### config.mk
export PLATFORM = sky130hd
export DESIGN_NAME = stream_fifo_flat
export DESIGN_NICKNAME = d
export VERILOG_FILES = /design/src/rtl/stream_fifo_if.sv /design/src/rtl/stream_fifo.sv /design/src/flat_wrapper.sv
export SDC_FILE = /design/constraint.sdc
export NUM_CORES = 1
export LEC_CHECK = 0
export ABC_AREA = 1
export BUFFER_PORTS_ARGS = -buffer_cell sky130_fd_sc_hd__buf_2
export CELL_PAD_IN_SITES_DETAIL_PLACEMENT = 0
export CELL_PAD_IN_SITES_GLOBAL_PLACEMENT = 1
export CORE_UTILIZATION = 42
export CTS_CLUSTER_DIAMETER = 200
export DETAILED_ROUTE_END_ITERATION = 16
export PLACE_DENSITY = 0.83
export SETUP_SLACK_MARGIN = 0.05
export SYNTH_ARGS = -nofsm -noshare
export SYNTH_HDL_FRONTEND = slang
export SYNTH_SLANG_ARGS = --single-unit
export TNS_END_PERCENT = 10
### constraint.sdc
create_clock -name clk -period 2.38 [get_ports clk]
set_input_delay 0 -clock clk [delete_from_list [all_inputs] [get_ports clk]]
set_output_delay 0 -clock clk [all_outputs]
set_load 0.05 [all_outputs]
### src/rtl/stream_fifo_if.sv
// Valid/ready stream bundle carrying one DW-bit word per transfer.
// Master drives vld/dat and samples rdy; slave does the reverse.
// A word moves on a rising edge where vld and rdy are both high.
interface stream_fifo_if #(
  parameter int DW = 32
);
  logic          vld;
  logic          rdy;
  logic [DW-1:0] dat;

  modport master (output vld, output dat, input rdy);
  modport slave  (input vld, input dat, output rdy);
endinterface

### src/rtl/stream_fifo.sv
// DEPTH-entry valid/ready FIFO with synchronous flush, fill level and almost-full flag.
// Latency: a word pushed on edge N is visible at the head after edge N (1 cycle min).
// Backpressure: push.rdy drops at full or during clr; no bypass path from pop.rdy.
module stream_fifo #(
  parameter int DW    = 32,
  parameter int DEPTH = 4,
  parameter int AFULL = DEPTH - 1,
  parameter int LW    = $clog2(DEPTH + 1)
) (
  input  logic                clk,
  input  logic                rst_n,
  input  logic                clk_en,
  input  logic                clr,
  stream_fifo_if.slave        push,
  stream_fifo_if.master       pop,
  output logic [LW-1:0]       lvl,
  output logic                afull
);

  // Pointers need at least one bit even when DEPTH is 1.
  localparam int PW = (DEPTH > 1) ? $clog2(DEPTH) : 1;

  logic [DW-1:0] mem [DEPTH];
  logic [PW-1:0] wp;
  logic [PW-1:0] rp;
  logic [LW-1:0] cnt;
  logic          in_trn;
  logic          out_trn;

  // Explicit wrap so non-power-of-two depths index correctly.
  function automatic logic [PW-1:0] ptr_next(input logic [PW-1:0] p);
    return (p == PW'(DEPTH - 1)) ? '0 : p + PW'(1);
  endfunction

  // Handshake and status outputs straight from the held state; clr masks both sides.
  always_comb begin
    push.rdy = (cnt != LW'(DEPTH)) && !clr;
    pop.vld  = (cnt != '0) && !clr;
    pop.dat  = mem[rp];
    lvl      = cnt;
    afull    = (cnt >= LW'(AFULL));
    in_trn   = clk_en && push.vld && push.rdy;
    out_trn  = clk_en && pop.vld && pop.rdy;
  end

  // Storage write; contents are not reset, only the pointers and count are.
  always_ff @(posedge clk) begin
    if (in_trn) mem[wp] <= push.dat;
  end

  // Pointer and occupancy bookkeeping with flush and clock-enable hold.
  always_ff @(posedge clk or negedge rst_n) begin
    if (!rst_n) begin
      wp  <= '0;
      rp  <= '0;
      cnt <= '0;
    end else if (clk_en) begin
      if (clr) begin
        wp  <= '0;
        rp  <= '0;
        cnt <= '0;
      end else begin
        if (in_trn)  wp <= ptr_next(wp);
        if (out_trn) rp <= ptr_next(rp);
        case ({in_trn, out_trn})
          2'b10:   cnt <= cnt + LW'(1);
          2'b01:   cnt <= cnt - LW'(1);
          default: cnt <= cnt;
        endcase
      end
    end
  end

endmodule

### src/flat_wrapper.sv
// flat-port wrapper written by rule: the top's interface ports become plain ports
module stream_fifo_flat 
#(
  parameter int DW    = 32,
  parameter int DEPTH = 4,
  parameter int AFULL = DEPTH - 1,
  parameter int LW    = $clog2(DEPTH + 1)
)
  (clk, rst_n, clk_en, clr, lvl, afull, push_vld, push_dat, push_rdy, pop_vld, pop_dat, pop_rdy);
  stream_fifo_if #(.DW(DW)) push_i ();
  stream_fifo_if #(.DW(DW)) pop_i ();
  input  logic clk;
  input  logic rst_n;
  input  logic clk_en;
  input  logic clr;
  output logic [LW-1:0] lvl;
  output logic afull;
  input wire logic [$bits(push_i.vld)-1:0] push_vld;
  input wire logic [$bits(push_i.dat)-1:0] push_dat;
  output wire logic [$bits(push_i.rdy)-1:0] push_rdy;
  output wire logic [$bits(pop_i.vld)-1:0] pop_vld;
  output wire logic [$bits(pop_i.dat)-1:0] pop_dat;
  input wire logic [$bits(pop_i.rdy)-1:0] pop_rdy;
  assign push_i.vld = push_vld;
  assign push_i.dat = push_dat;
  assign push_rdy = push_i.rdy;
  assign pop_vld = pop_i.vld;
  assign pop_dat = pop_i.dat;
  assign pop_i.rdy = pop_rdy;
  stream_fifo #(.DW(DW), .DEPTH(DEPTH), .AFULL(AFULL), .LW(LW)) u_core (.clk(clk), .rst_n(rst_n), .clk_en(clk_en), .clr(clr), .push(push_i), .pop(pop_i), .lvl(lvl), .afull(afull));
endmodule
=== After elaboration in Yosys (flattened, before gate mapping) ===
Memories as Yosys holds them, arrays and structs flattened.
Cells that the tools add are included.

* Flip-flop bits (word level): 7
* Memory bits (writable): 128
* Bits of input ports: 38
* Output and inout port bits: 38
* Logic and storage cells: 38
* Memories kept: 1

{| class="wikitable"
|+ Memory list
! name !! depth !! width !! read ports !! clocked after Yosys merged registers in !! write ports !! line !! RTL
|-
| u_core.mem || 4 || 32 || 1 || 0 || 1 || stream_fifo.sv:23 || <nowiki>logic [DW-1:0] mem [DEPTH];</nowiki>
|}

* Add/subtract/negate cells: 4
* $lt $le $gt $ge: 1
* Equality and inequality tests: 5
* Muxes and demuxes: 10
* Reduce and logical (&&, ||, !) cells: 14

{| class="wikitable"
|+ Operators with widths
! operator !! count
|-
| $mux W2 || 6
|-
| $eq A2 B2 Y1 const B || 3
|-
| $logic_and A1 B1 Y1 || 6
|-
| $pmux W3 S2 || 1
|-
| $reduce_and A2 Y1 || 3
|-
| $reduce_bool A3 Y1 || 2
|-
| $add A2 B1 Y2 const B || 2
|-
| $reduce_bool A2 Y1 || 2
|-
| $add A3 B1 Y3 const B || 1
|-
| $ge A3 B2 Y1 const B || 1
|-
| $mux W3 || 1
|-
| $ne A3 B3 Y1 const B || 1
|-
| $sub A3 B1 Y3 const B || 1
|-
| $eq A2 B1 Y1 const B || 1
|-
| $mux W1 || 2
|-
| $logic_not A1 Y1 || 1
|}

=== Logic depth before layout (Yosys ltp) ===
* Depth after elaboration: 7
* Gate-level depth with buffers: 15
* Mapped depth without buffers: 15

=== Worst setup path after synthesis ===
OpenSTA, ideal clock, no wires.

* Path kind: register to register
* Start: register u_core.cnt[1], in the netlist u_core.lvl[1]
* End: memory u_core.mem[0][0], enable pin
* Data arrival time: 2448 ps
* Data required time: 1959 ps
* Slack: -489 ps
* Cell stages (with the launch flop): 5
* Path buffers: 0
* Period minus slack after synthesis: 2869 ps
* Path through: dfrtp_1 -> nor2_2 -> nand2_1 -> nand3_4 -> nor2_1

* Longest elaborated chain between the ends: 5

{| class="wikitable"
|+ RTL lines
! item !! line !! RTL
|-
| start: declaration || stream_fifo.sv:26 || <nowiki>logic [LW-1:0] cnt;</nowiki>
|-
| start signal: assignment || stream_fifo.sv:66 || <nowiki>2'b10: cnt <= cnt + LW'(1);</nowiki>
|-
| start signal: assignment || stream_fifo.sv:67 || <nowiki>2'b01: cnt <= cnt - LW'(1);</nowiki>
|-
| start signal: assignment || stream_fifo.sv:68 || <nowiki>default: cnt <= cnt;</nowiki>
|-
| $ne A3 B3 Y1 || stream_fifo.sv:37 || <nowiki>push.rdy = (cnt != LW'(DEPTH)) && !clr;</nowiki>
|-
| $logic_and A1 B1 Y1 || stream_fifo.sv:37 ||
|-
| $logic_and A1 B1 Y1 || stream_fifo.sv:42 || <nowiki>in_trn = clk_en && push.vld && push.rdy;</nowiki>
|-
| $mux W1 || stream_fifo.sv:48 || <nowiki>if (in_trn) mem[wp] <= push.dat;</nowiki>
|-
| $mux W1 (implied by the code) || stream_fifo.sv:48 ||
|-
| end: declaration || stream_fifo.sv:23 ||
|}

No other way between the ends.

=== Worst setup path in the final report ===
* Start: register u_core.rp[0]
* End: output port pop_dat[0]

* Longest elaborated chain between the ends: 1

{| class="wikitable"
|+ RTL lines
! item !! line !! RTL
|-
| start: declaration || stream_fifo.sv:25 || <nowiki>logic [PW-1:0] rp;</nowiki>
|-
| start signal: assignment || stream_fifo.sv:64 || <nowiki>if (out_trn) rp <= ptr_next(rp);</nowiki>
|-
| $mem_v2 Z4 W32 || n/a ||
|-
| end: declaration || flat_wrapper.sv:22 || <nowiki>output wire logic [$bits(pop_i.dat)-1:0] pop_dat;</nowiki>
|}

No other way between the ends.

==> flow_summary.ini <==
[setup_path]
cp.required_ps = 2380
r2r_cells = 13
crit_arrival_ps = 2060
cp-end-kind = primary output
cp-start-kind = register
crit_type = reg2out
cp_max_fo = 66

[clock_tree]
cts-root-buf = clkbuf_16
cts_buffers = 17
clk_latency_ps = 410
ctsResizeCount = 0
cts_tree = built
clockBufferDepth = 2
cts_num_sinks = 135
clkTransAtPathRegs_ps = 60
h-tree-depth = 4
cts_setup_buffers = 0

[placement]
numPortBuffers = 75
preCtsSetupSlack_ps = 572
place_area_sq_um = 5910
gp_congestion = 0.820
dp_hpwl_microns = 6320
placed_cells = 619

[power_and_ir_drop]
p_clk_share_pct = 37.3
peakVddDrop_uv = 589
p_per_area_nw_per_um2 = 1110
switching_share_pct = 33.4
leakagePower_nw = 2.58
p_int_mw = 5.13
power_mw = 7.71
switchingPower_mw = 2.57
p_comb_share_pct = 27.1
p_seq_share_pct = 35.6

[global_routing]
antenna_found_initial = 0
grt_pass1_vias = 3479
grt_max_degree = 67
grt_overflow_total = 0
grt_pass1_wl_microns = 17200
grtUsageTotal_pct = 17.8

[sta]
hold_violations = 0
fin_skew_ps = 9.98
final_max_slew_viol_count = 0
max_slew_margin_pct = 58.7
grt_setup_unrepaired = false
tns_ps = 0
hold_ws_ps = 62.1
setup_slack_ps = 324
min_period_over_period_pct = 86.4
finalSetupViolCount = 0
fmax_mhz = 486
fin_crit_ps = 2060
worst_pin_slew_ps = 620

[hold_path]
holdPathStages = 5
hp-class = in2reg

[layout]
syn_to_final_growth_pct = 31.7
multiInputGateArea_sq_um = 1130
regArea_sq_um = 4020
final_common_cell = edfxtp_1
diodes = 0
layout-drive-gt1-share_pct = 26.2
fin_nets = 551
fillers = 1001
finish.utilization_pct = 57.3
finalNonFillerCells = 688
layout_common_cells = edfxtp_1, buf_2, nor2_1
stdcell_area_sq_um = 6940

[synthesis]
ys_warn_count = 0
syn_area_per_cell_sq_um = 13.6
yosysTopAreaCell = edfxtp_1
synth_top_family_by_area = compound AO/OA/AOI/OAI gates
ys_seq_area_share_pct = 76.2
synthSimpleGateAreaFrac_pct = 8.47
synth_area_leaders = edfxtp_1, nor2_1, o21ai_0
synthDistinctLibCells = 25
synth-xor-area-share_pct = 0.166
synth_top_cell_area_share_pct = 72.9
muxShareOfSynthArea_pct = 0
synth.net_count = 431
synth_compound_area_share_pct = 10.8
mappedNetlistArea_sq_um = 5270
synthCells = 387
ys_seq_elements = 135
synthAdderAreaFrac_pct = 1.42

[routing]
drc_errors = 0
wl_per_cell_microns = 15.5
viasPerCell = 5.01
detail_route.first_pass.iterations = 4
postRouteAntennaNets = 0
drtIter0Drc = 298
wirelength_microns = 10700
num_vias = 3446

[job]
maxCapViolCount = 0

[die]
die-area_sq_um = 13000
io-pin-count = 76
core.rowCount = 40
start_util_pct = 43.5
die_h_microns = 114
die_x_microns = 114
coreArea_sq_um = 12100

[run_status]
status = finished clean
## layout make-up
class                      count  share of cell area, %
multi-input combinational    214                   16.3
tap                          168                   3.03
inverter                      18                  0.991
clock buffer                  20                   6.72
sequential                   135                   57.9
clock inverter                12                   2.85
timing repair buffer         121                   12.3
## path summary, 6_finish.rpt
| path | startpoint | to | slack [ps] |
|---|---|---|---|
| setup reg to reg | u_core.lvl[1]$_DFFE_PN0P_ | u_core.lvl[2]$_DFFE_PN0P_ | 520 |
| hold / removal | pop_rdy | u_core.rp[0]$_DFFE_PN0P_ | 60 |
| setup / recovery | u_core.rp[0]$_DFFE_PN0P_ | pop_dat[0] | 320 |
| max in group asynchronous | rst_n | u_core.rp[0]$_DFFE_PN0P_ | 1510 |
| hold reg to reg | u_core.lvl[0]$_DFFE_PN0P_ | u_core.lvl[0]$_DFFE_PN0P_ | 590 |
| min in group asynchronous | rst_n | u_core.wp[1]$_DFFE_PN0P_ | 560 |
## cells by family after synthesis
| kind of cell | Yosys count |
|---|---|
| AOI/OAI and AO/OA | 105 |
| xor gates and xnor gates | 1 |
| adders and majority gates | 6 |
| buffers and inverters | 38 |
| DFF | 135 |
| and+or+nand+nor | 102 |
## synthesized netlist by cell type, drive strengths merged
cell type and instances:
nand4 1, ha 6, o22ai 32, dfrtp 7
buf 8, inv 17, nor2 72, clkbuf 12
edfxtp 128, a21oi 2, xor2 1, nand3 6
o21ai 71, clkinv 1, nand2 23
## worst max-delay path, stage by stage, from the launching register on
cell and delay (ps):
dfrtp_2 360, buf_4 520, o21ai_0 220, o22ai_1 240
buf_2 300
## what timing repair did
item | 4_1_cts | 5_1_grt
hold endpoints to repair | 139 | 0
hold buffers | 37 | 0
setup endpoints to repair | 0 | 0
## registers in the layout, summed over array words and instances (netlist names)
signal	flops
u_core.mem	128
u_core.lvl	3
u_core.rp	2
u_core.wp	2
## layer usage
layer / track usage [%] / up-vias / routed length, microns
met1: 21.9 / 1654 / 4780
met5: 0 / - / 0
li1: - / 1664 / -
met2: 29.6 / 118 / 5150
met4: 7.19 / 0 / 121
met3: 5.31 / 10 / 622
## power by group through the flow
stage / clock, mW / combinational, mW / sequential, mW
2_1_floorplan: 0 / 1.48 / 2.85
3_3_place_gp: 0 / 2.04 / 2.79
3_5_place_dp: 0 / 2.05 / 2.79
4_1_cts: 2.92 / 2.11 / 2.75
5_1_grt: 3.00 / 2.24 / 2.76
6_report: 2.88 / 2.09 / 2.75
Note: power is estimated with default switching activity, not from simulation.
